==> src/rtl/key_debounce_pulse.sv <==
`default_nettype none
// ============================================================================
// Module      : key_debounce_pulse
// Description : Synchroniser + debounce FSM for a push-button, with a clean
//               level, one-cycle rise/fall pulses and a wrapping press count.
// Revision    : 1.0 - initial release
// ============================================================================
module key_debounce_pulse #(
    parameter int unsigned CNT_MAX     = 1_000_000,
    parameter int unsigned SYNC_STAGES = 2,
    parameter int unsigned PCNT_W      = 8
) (
    input  logic              clk,
    input  logic              rst,
    input  logic              key_in,
    output logic              key_level,
    output logic              key_rise,
    output logic              key_fall,
    output logic              busy,
    output logic [PCNT_W-1:0] press_cnt
);

    localparam int unsigned c_CNT_W = $clog2(CNT_MAX);
    localparam logic [c_CNT_W-1:0] c_CNT_LAST = c_CNT_W'(CNT_MAX - 1);
    localparam logic [c_CNT_W-1:0] c_CNT_ONE  = c_CNT_W'(1);
    localparam logic [PCNT_W-1:0]  c_PCNT_ONE = PCNT_W'(1);

    localparam logic [1:0] S_LOW      = 2'd0;
    localparam logic [1:0] S_RISE_CHK = 2'd1;
    localparam logic [1:0] S_HIGH     = 2'd2;
    localparam logic [1:0] S_FALL_CHK = 2'd3;

    logic [SYNC_STAGES-1:0] r_sync;
    logic [1:0]             r_state;
    logic [c_CNT_W-1:0]     r_cnt;
    logic                   r_level;
    logic                   r_rise;
    logic                   r_fall;
    logic                   r_busy;
    logic [PCNT_W-1:0]      r_pcnt;
    logic                   w_ks;

    assign w_ks = r_sync[SYNC_STAGES-1];

    // Outputs are updated on the same edge as the state they reflect, so
    // level/busy never lag the FSM by a cycle.
    always_ff @(posedge clk) begin
        if (rst) begin
            r_sync  <= '0;
            r_state <= S_LOW;
            r_cnt   <= '0;
            r_level <= 1'b0;
            r_rise  <= 1'b0;
            r_fall  <= 1'b0;
            r_busy  <= 1'b0;
            r_pcnt  <= '0;
        end else begin
            r_sync <= {r_sync[SYNC_STAGES-2:0], key_in};
            r_rise <= 1'b0;
            r_fall <= 1'b0;
            case (r_state)
                S_LOW: begin
                    if (w_ks) begin
                        r_state <= S_RISE_CHK;
                        r_cnt   <= '0;
                        r_busy  <= 1'b1;
                    end
                end
                S_RISE_CHK: begin
                    if (!w_ks) begin
                        r_state <= S_LOW;
                        r_busy  <= 1'b0;
                    end else if (r_cnt == c_CNT_LAST) begin
                        r_state <= S_HIGH;
                        r_busy  <= 1'b0;
                        r_level <= 1'b1;
                        r_rise  <= 1'b1;
                        r_pcnt  <= r_pcnt + c_PCNT_ONE;
                    end else begin
                        r_cnt <= r_cnt + c_CNT_ONE;
                    end
                end
                S_HIGH: begin
                    if (!w_ks) begin
                        r_state <= S_FALL_CHK;
                        r_cnt   <= '0;
                        r_busy  <= 1'b1;
                    end
                end
                S_FALL_CHK: begin
                    if (w_ks) begin
                        r_state <= S_HIGH;
                        r_busy  <= 1'b0;
                    end else if (r_cnt == c_CNT_LAST) begin
                        r_state <= S_LOW;
                        r_busy  <= 1'b0;
                        r_level <= 1'b0;
                        r_fall  <= 1'b1;
                    end else begin
                        r_cnt <= r_cnt + c_CNT_ONE;
                    end
                end
                default: begin
                    r_state <= S_LOW;
                    r_busy  <= 1'b0;
                    r_level <= 1'b0;
                end
            endcase
        end
    end

    assign key_level = r_level;
    assign key_rise  = r_rise;
    assign key_fall  = r_fall;
    assign busy      = r_busy;
    assign press_cnt = r_pcnt;

endmodule
`default_nettype wire

==> config.mk <==
export PLATFORM = sky130hd
export DESIGN_NAME = key_debounce_pulse
export DESIGN_NICKNAME = d
export VERILOG_FILES = /design/src/rtl/key_debounce_pulse.sv
export SDC_FILE = /design/constraint.sdc
export NUM_CORES = 1
export LEC_CHECK = 0
export CAP_MARGIN = 20
export CORE_MARGIN = 2
export CORE_UTILIZATION = 40
export CTS_CLUSTER_SIZE = 14
export DETAILED_ROUTE_END_ITERATION = 6
export DONT_BUFFER_PORTS = 1
export PLACE_DENSITY = 0.65
export SLEW_MARGIN = 0
export SYNTH_ARGS = -nofsm -noshare
export SYNTH_HDL_FRONTEND = slang
export SYNTH_SLANG_ARGS = --single-unit
==> constraint.sdc <==
create_clock -name clk -period 2.8 [get_ports clk]
set_input_delay 0.56 -clock clk [delete_from_list [all_inputs] [get_ports clk]]
set_output_delay 0.56 -clock clk [all_outputs]
set_load 0.005 [all_outputs]
==> impl_metrics.toml <==
[timing]
tightest_slew_ps = 938
setup_viol = 0
report.final.slew_viol_count = 0
finalCriticalPeriod_ps = 2280
setup_tns_ps = 0
timing.slew.headroom = 0.371
grt_setup_unrepaired = "false"
finalClockSkew_ps = 7.98
finalHoldViolCount = 0
fin_crit_sh = 0.814
fmax_mhz = 439
fin_ws_ps = 521

[global_route]
antenna_found_initial = 0
grt_max_degree = 43
grt-ovfl-total = 0
grt_pass1_vias = 1665
grt_usage = 0.190
grt_pass1_wl_um = 8090

[final_layout]
syn_to_final_growth_pct = 7.53
fin_cells = 311
diodes = 0
nNetsFinal = 248
mostFrequentLayoutCells = "dfxtp_1 (36), nand2_1 (28), nand3_1 (20)"
layout_commonest_cell = "dfxtp_1"
drive_above_1_share = 0.111

[critical_path]
startpoint_type = "register"
worstPathCellList = "ha_1 > nand2_1 > or4_4 > nor4_1 > mux2_2"
max_stage_delay_ps = 660
path_buf_inv = 0
critPathArrivalTime_ps = 2470
critPathCaptureType = "register"
worstSetupPathType = "reg2reg"
worstPathMaxFanout = 20
cp_slowest_cell = "or4_4"
path_delay_family = "simple AND/OR/NAND/NOR gates"
required_ps = 2990

[run]
maxCapViolations = 0

[routing]
drc = 0
routed-via-count = 1871
drt_wl_total_um = 4830
ant_nets = 0
viasPerCell = 6.02
dr.pass1.iters = 4
drtIter0Drc = 211
routedWlPerCell_um = 15.5

[synthesis]
netlist_area_um2 = 2010
synthFlopType = "dfxtp_1"
syn_avg_cell_area_um2 = 8.07
yosysSeqAreaShare = 0.359
synth_cell_types = 48
yosys_warnings = 0
synth_edf_count = 0
synth_fp_nets = 254
ys_seq_elements = 36
synth_top_cell_area_share = 0.359
async_flop_share = 0
yosysTopAreaCell = "dfxtp_1"
synth.area.top_cells = "dfxtp_1 (36%), nand2_1 (5.2%), nand3_1 (5.0%), nor4_1 (3.7%), o21ai_0 (3.2%)"
synth_cells = 249

[power_and_ir_drop]
ir_worst_vdd_mv = 0.293
cellPowerDensity_nw_per_um2 = 470
p_leak_uw = 0.000613

[clock_network]
clock_latency_ps = 300
cts_root_buf = "clkbuf_8"
htree_levels = 2
cts_setup_buffers = 0
clockBufferDepth = 2
path_clk_slew_ps = 80
cts_tree = "done"
cts_buffers = 5
cts_hold_buf = 0
cts.sinks = 36
post_cts_resized = 0

[die]
die_h_um = 74.9
pin_count = 15
start_util = 0.420
core_um2 = 4790
die_area_um2 = 5610
rows = 25
dieWidth_um = 74.9

[placement]
port_buffers = 0
preCtsSetupSlack_ps = 555
place.gp.congestion = 0.885
dp_cells = 303
hpwl_um = 3190

[hold_path]
min_path_type = "in2reg"

[status]
status = "complete, no violations"
## cells by family (layout without fill, tap and decap cells)
logic type | count (synthesis) | after routing | synth area share
and+or+nand+nor | 113 | 113 | 0.309
muxes | 6 | 6 | 0.0324
xor gates and xnor gates | 2 | 2 | 0.00872
adders and majority gates | 2 | 2 | 0.0125
buffers and inverters | 29 | 24 | 0.0629
DFF | 36 | 36 | 0.359
AOI/OAI and AO/OA | 61 | 61 | 0.216
## report_power, final
part,internal [uW],switching [uW]
clock network,263,200
registers,517,5.49
logic,9.83,18.9
## layout make-up
cell class                      instances  area, um2
Inverter                               12       45.0
Timing Repair Buffer                    4       30.0
Sequential cell                        36        721
Clock buffer                            5       68.8
Fill cell                             479       2630
Tap cell                               67       83.8
Clock inverter                          3       42.5
Multi-Input combinational cell        184       1170
## registers in the layout (all words and copies together) (netlist names), named ones only
signal	flops
busy	1
key_level	1
r_state	1
key_rise	1
press_cnt	8
r_cnt	20
r_sync	2
key_fall	1
## through the flow
| step | hold slack, ps | utilization | cell area, um2 | power (uW) |
|---|---|---|---|---|
| CTS | 311 | 0.452 | 2160 | 1030 |
| detailed placement | 440 | 0.428 | 2050 | 563 |
| floorplan | 414 | - | 2010 | 560 |
| global route | 308 | 0.452 | 2160 | 1050 |
| global placement | 415 | 0.428 | 2050 | 563 |
| finish | 331 | 0.452 | 2160 | 1010 |
## final timing paths
check | startpoint | endpoint | slack (ps) | cells past startpoint
worst min-delay path | rst | press_cnt[1] | 330 | 1
worst max-delay path | r_cnt[0] | press_cnt[6] | 520 | 5
worst max register to register | r_cnt[0] | press_cnt[6] | 520 | 5
worst min register to register | r_sync[0] | r_sync[1] | 450 | 1
## Yosys cell counts (2+ instances only)
master,number
a21oi_1,9
a31o_2,3
a31oi_1,6
a41oi_1,2
and2_1,2
and3_1,5
buf_2,2
buf_6,2
clkbuf_1,12
dfxtp_1,36
ha_1,2
inv_1,12
mux2_2,3
mux2i_1,2
nand2_1,28
nand3_1,20
nand4_1,9
nor2_1,9
nor2b_1,3
nor3_1,10
nor4_1,12
nor4_2,2
o211ai_1,3
o21a_1,3
o21ai_0,13
o311ai_0,7
o32ai_1,4
o41ai_1,3
or2_2,3
or3_1,4
## layer usage
metal,vias to the layer above,GRT usage,wire length [um]
li1,943,-,-
met1,873,0.265,2230
met2,46,0.269,2240
met3,9,0.0535,259
met4,0,0.0952,95
met5,-,0,0
(Power assumes the default switching activity.)
